### src/rtl/mptw_pipeline_pkg.sv
// mptw_pipeline_pkg: shared flush/status encodings, controller states and default parameters.
package mptw_pipeline_pkg;
    typedef enum logic [1:0] {
        MPT_FLUSH_NONE = 2'd0,
        MPT_FLUSH_SOFT = 2'd1,
        MPT_FLUSH_HARD = 2'd2
    } mptw_flush_ctrl_e;
    typedef enum logic {
        MPT_FLUSHED_NONE      = 1'b0,
        MPT_FLUSHED_COMPLETED = 1'b1
    } mptw_flush_status_e;
    typedef logic [1:0] pctrl_state_e;
    localparam pctrl_state_e PCTRL_IDLE  = 2'd0;
    localparam pctrl_state_e PCTRL_DRAIN = 2'd1;
    localparam pctrl_state_e PCTRL_FLUSH = 2'd2;
    localparam pctrl_state_e PCTRL_DONE  = 2'd3;
    localparam int FCTRL_W           = $bits(mptw_flush_ctrl_e);
    localparam int FSTAT_W           = $bits(mptw_flush_status_e);
    localparam int DEF_NUM_STAGES    = 4;
    localparam int DEF_FLUSH_CYCLES  = 1;
    localparam int DEF_DRAIN_TIMEOUT = 64;
    localparam int DEF_CNT_W         = 32;
endpackage

### src/rtl/mptw_sat_counter.sv
// mptw_sat_counter: up-counter with synchronous clear that holds at all-ones.
module mptw_sat_counter #(
    parameter int W = 8
) (
    input  logic         clk_i,
    input  logic         rst_i,
    input  logic         clr_i,
    input  logic         en_i,
    output logic [W-1:0] cnt_o
);
    logic [W-1:0] cnt_q, cnt_d;
    always_comb cnt_d = clr_i ? '0 : (en_i && !(&cnt_q)) ? cnt_q + 1'b1 : cnt_q;
    always_ff @(posedge clk_i) begin
        if (rst_i) cnt_q <= '0;
        else       cnt_q <= cnt_d;
    end
    assign cnt_o = cnt_q;
endmodule

### src/rtl/mptw_pipeline_flush_ctrl.sv
// mptw_pipeline_flush_ctrl: drain/flush sequencer and status aggregator for the walker pipeline.
// Define MPTW_PCTRL_STALL_CNT_EN to add the saturating stall counter output stall_cnt_o.
module mptw_pipeline_flush_ctrl
    import mptw_pipeline_pkg::*;
#(
    parameter int NUM_STAGES    = DEF_NUM_STAGES,
    parameter int FLUSH_CYCLES  = DEF_FLUSH_CYCLES,
    parameter int DRAIN_TIMEOUT = DEF_DRAIN_TIMEOUT,
    parameter int CNT_W         = DEF_CNT_W
) (
    input  logic                          clk_i,
    input  logic                          rst_i,
    input  logic                          req_valid_i,
    output logic                          req_ready_o,
    input  logic [FCTRL_W-1:0]            req_type_i,
    output logic [FCTRL_W-1:0]            flush_o,
    input  logic [NUM_STAGES*FSTAT_W-1:0] stage_flushed_i,
    input  logic [NUM_STAGES-1:0]         stage_busy_i,
    input  logic [NUM_STAGES-1:0]         stage_stalled_i,
    output logic                          done_o,
    output logic                          done_timeout_o,
    output logic                          done_err_o,
    output logic                          pipe_busy_o,
    output logic                          pipe_stalled_o
`ifdef MPTW_PCTRL_STALL_CNT_EN
    ,
    output logic [CNT_W-1:0]              stall_cnt_o
`endif
);
    localparam int DT_W = $clog2(DRAIN_TIMEOUT + 1);
    localparam int FC_W = $clog2(FLUSH_CYCLES + 1);
    pctrl_state_e        state_q, state_d;
    logic [FCTRL_W-1:0]  type_q, type_d;
    logic [FC_W-1:0]     fcnt_q, fcnt_d;
    logic                to_q, to_d, err_q, err_d;
    logic [DT_W-1:0]     dcnt;
    logic                any_bad;
    assign pipe_busy_o    = |stage_busy_i;
    assign pipe_stalled_o = |stage_stalled_i;
    assign req_ready_o    = state_q == PCTRL_IDLE;
    assign done_o         = state_q == PCTRL_DONE;
    assign done_timeout_o = done_o & to_q;
    assign done_err_o     = done_o & err_q;
    assign flush_o        = state_q == PCTRL_FLUSH ? type_q : MPT_FLUSH_NONE;
    mptw_sat_counter #(.W(DT_W)) u_drain_timer (
        .clk_i (clk_i),
        .rst_i (rst_i),
        .clr_i (state_q != PCTRL_DRAIN),
        .en_i  (state_q == PCTRL_DRAIN),
        .cnt_o (dcnt)
    );
    always_comb begin
        state_d = state_q;
        type_d  = type_q;
        fcnt_d  = fcnt_q;
        to_d    = to_q;
        err_d   = err_q;
        any_bad = 1'b0;
        for (int k = 0; k < NUM_STAGES; k++)
            any_bad = any_bad | (stage_flushed_i[k*FSTAT_W +: FSTAT_W] != MPT_FLUSHED_COMPLETED);
        case (state_q)
            PCTRL_IDLE: begin
                fcnt_d = '0;
                if (req_valid_i) begin
                    type_d  = req_type_i;
                    state_d = req_type_i == MPT_FLUSH_NONE ? PCTRL_DONE :
                              req_type_i == MPT_FLUSH_SOFT ? PCTRL_DRAIN : PCTRL_FLUSH;
                end
            end
            PCTRL_DRAIN: begin
                // an idle pipe wins over a timeout landing in the same cycle
                if (!pipe_busy_o) begin
                    state_d = PCTRL_FLUSH;
                end else if (dcnt == DT_W'(DRAIN_TIMEOUT - 1)) begin
                    state_d = PCTRL_FLUSH;
                    to_d    = 1'b1;
                    type_d  = MPT_FLUSH_HARD;
                end
            end
            PCTRL_FLUSH: begin
                if (fcnt_q == FC_W'(FLUSH_CYCLES - 1)) begin
                    err_d   = any_bad;
                    fcnt_d  = '0;
                    state_d = PCTRL_DONE;
                end else begin
                    fcnt_d = fcnt_q + 1'b1;
                end
            end
            default: begin
                to_d    = 1'b0;
                err_d   = 1'b0;
                state_d = PCTRL_IDLE;
            end
        endcase
    end
    always_ff @(posedge clk_i) begin
        if (rst_i) begin
            state_q <= PCTRL_IDLE;
            type_q  <= MPT_FLUSH_NONE;
            fcnt_q  <= '0;
            to_q    <= 1'b0;
            err_q   <= 1'b0;
        end else begin
            state_q <= state_d;
            type_q  <= type_d;
            fcnt_q  <= fcnt_d;
            to_q    <= to_d;
            err_q   <= err_d;
        end
    end
`ifdef MPTW_PCTRL_STALL_CNT_EN
    mptw_sat_counter #(.W(CNT_W)) u_stall_cnt (
        .clk_i (clk_i),
        .rst_i (rst_i),
        .clr_i (done_o && type_q == MPT_FLUSH_HARD),
        .en_i  (pipe_stalled_o),
        .cnt_o (stall_cnt_o)
    );
`endif
endmodule
### config.mk
export PLATFORM = sky130hd
export DESIGN_NAME = mptw_pipeline_flush_ctrl
export DESIGN_NICKNAME = d
export VERILOG_FILES = /design/src/rtl/mptw_pipeline_pkg.sv /design/src/rtl/mptw_sat_counter.sv /design/src/rtl/mptw_pipeline_flush_ctrl.sv
export SDC_FILE = /design/constraint.sdc
export NUM_CORES = 1
export LEC_CHECK = 0
export ABC_AREA = 1
export BUFFER_PORTS_ARGS = -buffer_cell sky130_fd_sc_hd__buf_4
export CAP_MARGIN = 5
export CELL_PAD_IN_SITES_DETAIL_PLACEMENT = 1
export CELL_PAD_IN_SITES_GLOBAL_PLACEMENT = 1
export CORE_MARGIN = 10
export CORE_UTILIZATION = 34
export DETAILED_ROUTE_END_ITERATION = 10
export PLACE_DENSITY_LB_ADDON = 0.1
export SLEW_MARGIN = 20
export SYNTH_ARGS = -nofsm -noshare
export SYNTH_HDL_FRONTEND = slang
export SYNTH_SLANG_ARGS = --single-unit
### constraint.sdc
create_clock -name clk_i -period 1.4 [get_ports clk_i]
set_input_delay 0.28 -clock clk_i [delete_from_list [all_inputs] [get_ports clk_i]]
set_output_delay 0.28 -clock clk_i [all_outputs]
set_load 0.03 [all_outputs]
# == Word-level counts from Yosys, hierarchy flattened ==
# Cells that the tools add are included.
# Widths: inputs -> output; s select.
# totals
wordCells,64
register_bits,14
out_inout_bits,8
# op_classes
n_reduce_logical,16
bitwise_logic,11
eq_ne,11
n_mux,18
addsub,2
# op_table
cell,count
$mux 2,9
$ne 2x2->1 const B,4
$reduce_or 4->1,2
$add 7x1->7 const B,1
$eq 7x6->1 const B,1
$reduce_and 7->1,1
$not 1->1,6
$pmux 1 s2,3
$pmux 2 s3,1
$reduce_and 3->1,2
$reduce_or 2->1,3
$eq 2x1->1 const B,2
$eq 2x2->1 const B,2
$logic_not 2->1,2
$mux 1,4
$pmux 2 s2,1
$reduce_and 4->1,1
$reduce_bool 2->1,2
$ne 3x3->1 const B,1
$or 1x1->1,3
$and 1x1->1,2
$ne 2x1->1 const B,1
$reduce_and 2->1,1
$add 1x1->1 const B,1
2 further kinds,2

# == Depth between registers and ports, before layout ==
# logic_depth
word_depth,6
mapped_depth,9
ltp_nobuf,9

# == Hierarchy ==
# A second synthesis with hierarchy kept.
# unflattened
cells_unflattened,142
hier_area_um2,870.8
# modules_own_cells
mod,instances,area_per_inst_um2,cells_per_inst
mptw_pipeline_flush_ctrl,1,483.0,80
mptw_sat_counter,1,387.9,62

# == Least setup slack after synthesis ==
# Ideal clock, no wire load.
# synth_path
path_kind,register to register
startpoint,register state_q[1]
endpoint,register type_q[0]
arrival_time_ps,1407
path_buffers,0
slack_ps,-70
required_ps,1336
path_stages_with_launch,9
path_cell_list,dfxtp_1 > inv_1 > ha_1 > nor2_1 > a21oi_1 > nand3_2 > nand2_1 > inv_1 > nor2_1
# synth_via
elab_chain_len,3
# synth_lines
element,line_no,text
from (decl),mptw_pipeline_flush_ctrl.sv:32,"pctrl_state_e state_q, state_d;"
from (signal assigned),mptw_pipeline_flush_ctrl.sv:104,state_q <= state_d;
$logic_not 2->1 *,n/a,
net req_ready_o,mptw_pipeline_flush_ctrl.sv:14,"output logic req_ready_o,"
$ne 2x2->1 (no line) / $reduce_bool 2->1 (equally long branches),n/a,
$reduce_and 4->1 (no line),n/a,
to (signal assigned),mptw_pipeline_flush_ctrl.sv:105,type_q <= type_d;
to (decl),mptw_pipeline_flush_ctrl.sv:33,"logic [FCTRL_W-1:0] type_q, type_d;"
# Mark *: on every way through the listed nets, which the timed path passes. The rest lies on a longest branch.
# A chain may end at the register's enable or synchronous reset.

# == Worst setup path in the final report ==
# layout_path
startpoint,register state_q[1]
endpoint,output done_timeout_o
# layout_via
elab_chain_len,2
# layout_lines
element,line_no,text
$eq 2x2->1,mptw_pipeline_flush_ctrl.sv:41,assign done_o = state_q == PCTRL_DONE;
$and 1x1->1,mptw_pipeline_flush_ctrl.sv:42,assign done_timeout_o = done_o & to_q;
to (decl),mptw_pipeline_flush_ctrl.sv:21,"output logic done_timeout_o,"
# No other way between the ends.

==> impl_metrics.ini <==
[run_status]
outcome = finished with violations
violations = negative setup slack

[clocking]
cts_hold_buf = 0
clock_latency_ns = 0.29
cts_tree = built
htree_levels = 1
cts_buffers = 3
clockBufferDepth = 2
clk_pin_slew_ns = 0.09
root_buffer = clkbuf_4
clkSinkCount = 13

[setup_path]
slowest_delay_ns = 0.34
crit_slowest_cell = dfxtp_2
crit_type = reg2out
end_kind = primary output
start_kind = flop
crit_arrival_ns = 1.15
cp.required_ns = 1.12
timing.rr.start = u_drain_timer.cnt_o[0]
setup.worst_path.start = state_q[1]
crit_top_cell = buf_6
cp_cell_sequence = buf_6 > ha_4 > nand2_1 > inv_1 > buf_6
cp_max_fo = 4

[timing]
rsz0062_at_grt = true
setup_slack_ns = -0.0292
report.final.hold_viol_count = 0
slew_headroom_pct = 84.5
skew_ns = 0.00326
period_needed_ns = 1.43
fmax_mhz = 700
setup-tns-final_ns = -0.106
finalMaxSlewViolations = 0
final-setup-viol-count = 4
finalCritPeriodShare_pct = 102
worstMarginPinSlew_ns = 0.232

[logic_synthesis]
yosysUniqueCellTypes = 18
synth-simple-area-share_pct = 38.8
synth_top_family_by_area = simple AND/OR/NAND/NOR gates
yosys_warnings = 0
syn_inst = 125
synth_commonest_cells = nand2_1, inv_1, nor2_1
synth_most_common_cell = nand2_1
ys_seq_elements = 13
synth.mux.area_fraction_pct = 0
synth-compound-area-share_pct = 8.87
netlist_top_cells_area = dfxtp_1, nand2_1, inv_1
synth_top_area_cell = dfxtp_1
synthXorXnorAreaFrac_pct = 1.05
async_flop_share_pct = 0
synthAdderAreaFrac_pct = 7.52
syn_area_um2 = 832
synth_fp_nets = 147
synth_top_area_share_pct = 31.3
synth_flop_cell = dfxtp_1
syn_avg_cell_area_um2 = 6.66
synth-edff-count = 0
yosysSeqAreaShare_pct = 31.3

[cells_and_area]
area_growth_pct = 49.6
final_nets = 184
antennaDiodeCount = 0
utilization_pct = 54.7
drive_above_1_share_pct = 41.0
nFillCells = 295

[flow_run]
drv_cap = 0

[floorplanning]
io_pins = 25
die_area_mm2 = 0.00483
core_mm2 = 0.00228
dieHeight_um = 69.5
rows = 17
start_util_pct = 36.6
die_w_um = 69.5

[detailed_routing]
firstDrtPassIters = 4
antenna_left = 0
vias = 920
totalWireLength_um = 2740
vias_per_cell = 4.87
wl_per_cell_um = 14.5
first_iter_violations = 16
post-route-drc-count = 0

[global_routing]
grt_pass1_wl_um = 4120
grt_pass1_vias = 914
antenna_found_initial = 0
grt_max_degree = 11
track_usage_pct = 10.1
grt_overflow_total = 0

[worst_hold_path]
min_from = rst_i
hold_path_class = in2reg

[power]
power.leakage_uw = 0.000569
p_per_area_mw_per_mm2 = 1620
vdd_drop_max_uv = 994

[placed_design]
port_buffers = 24
dp_hpwl_um = 1990
gp_congestion = 0.812
==> state kept, by name, summed over array words and instances (netlist names) <==
name and cells:
u_drain_timer.cnt_o 7, state_q 2, type_q 2, err_q 1, to_q 1
==> final timing paths <==
path | to | slack (ns) | cells after the start
setup reg to reg | u_drain_timer.cnt_o[3] | 0.06 | 7
hold / removal | u_drain_timer.cnt_o[4] | 0.26 | 4
setup / recovery | done_timeout_o | -0.03 | 5
hold reg to reg | type_q[1] | 0.47 | 2
==> worst max-delay path: cells and delay by family, from the launching register on <==
family / cells / cell delay (ns)
DFF: 1 / 0.34
adders and majority gates: 1 / 0.17
buffers and inverters: 3 / 0.30
and+or+nand+nor: 1 / 0.05
==> routing by layer <==
layer | vias up | track usage, % | part of all wire (%)
li1 | 469 | - | -
met1 | 428 | 12.3 | 47
met2 | 19 | 16.2 | 48
met3 | 4 | 3.00 | 3.8
met4 | 0 | 3.99 | 1.1
met5 | - | 0 | 0
==> where the power goes <==
| part | internal [µW] | leakage (µW) | switching, µW |
|---|---|---|---|
| Clock | 106 | 0.0000177 | 151 |
| Combinational | 533 | 0.000444 | 663 |
| Sequential | 469 | 0.000108 | 95.4 |
| Total | 1110 | 0.000569 | 910 |
==> placed cells by master (no fill, tap or decap), types with 6 or more instances in the layout <==
cell	instances
nand4_1	6
nand2_2	7
buf_6	6
inv_1	19
buf_4	26
nor2_1	14
dfxtp_1	9
a21oi_1	8
nand2_1	25
nand3_1	8
==> through the flow <==
stage / worst slack, ns / total power, µW / hold slack (ns) / instances / cell area (µm²)
2_1_floorplan: 0.0648 / 1160 / 0.425 / 125 / 835
5_1_grt: -0.0834 / 2190 / 0.260 / 189 / 1240
3_3_place_gp: 0.0477 / 1420 / 0.437 / 180 / 1070
6_report: -0.0292 / 2020 / 0.256 / 189 / 1240
3_5_place_dp: 0.0137 / 1460 / 0.448 / 180 / 1070
4_1_cts: -0.0413 / 1890 / 0.262 / 186 / 1170
==> repair_timing <==
action | in CTS | in global routing
setup buffers | 2 | 2
pin swaps | 6 | 4
hold endpoints to repair | 0 | 0
cloned | 0 | 1
endpoints found under the setup margin | 10 | 17
resized for setup | 16 | 17
==> logic make-up after synthesis <==
kind of cell | Yosys count
AO/OA/AOI/OAI | 14
buffers and inverters | 25
adder cells (fa/ha/maj) | 5
flip-flops | 13
AND/OR/NAND/NOR | 67
XOR/XNOR | 1
==> area by class of cell <==
type | instances | area (µm²) | share of cell area [%]
clock buffer | 3 | 22.5 | 1.81
clock inverter | 1 | 5.00 | 0.402
inverter | 24 | 95.1 | 7.64
multi-input combinational | 88 | 557 | 44.7
sequential | 13 | 268 | 21.5
tap | 28 | 35.0 | 2.81
timing repair buffer | 32 | 263 | 21.1
Note: power is estimated with default switching activity, not from simulation.
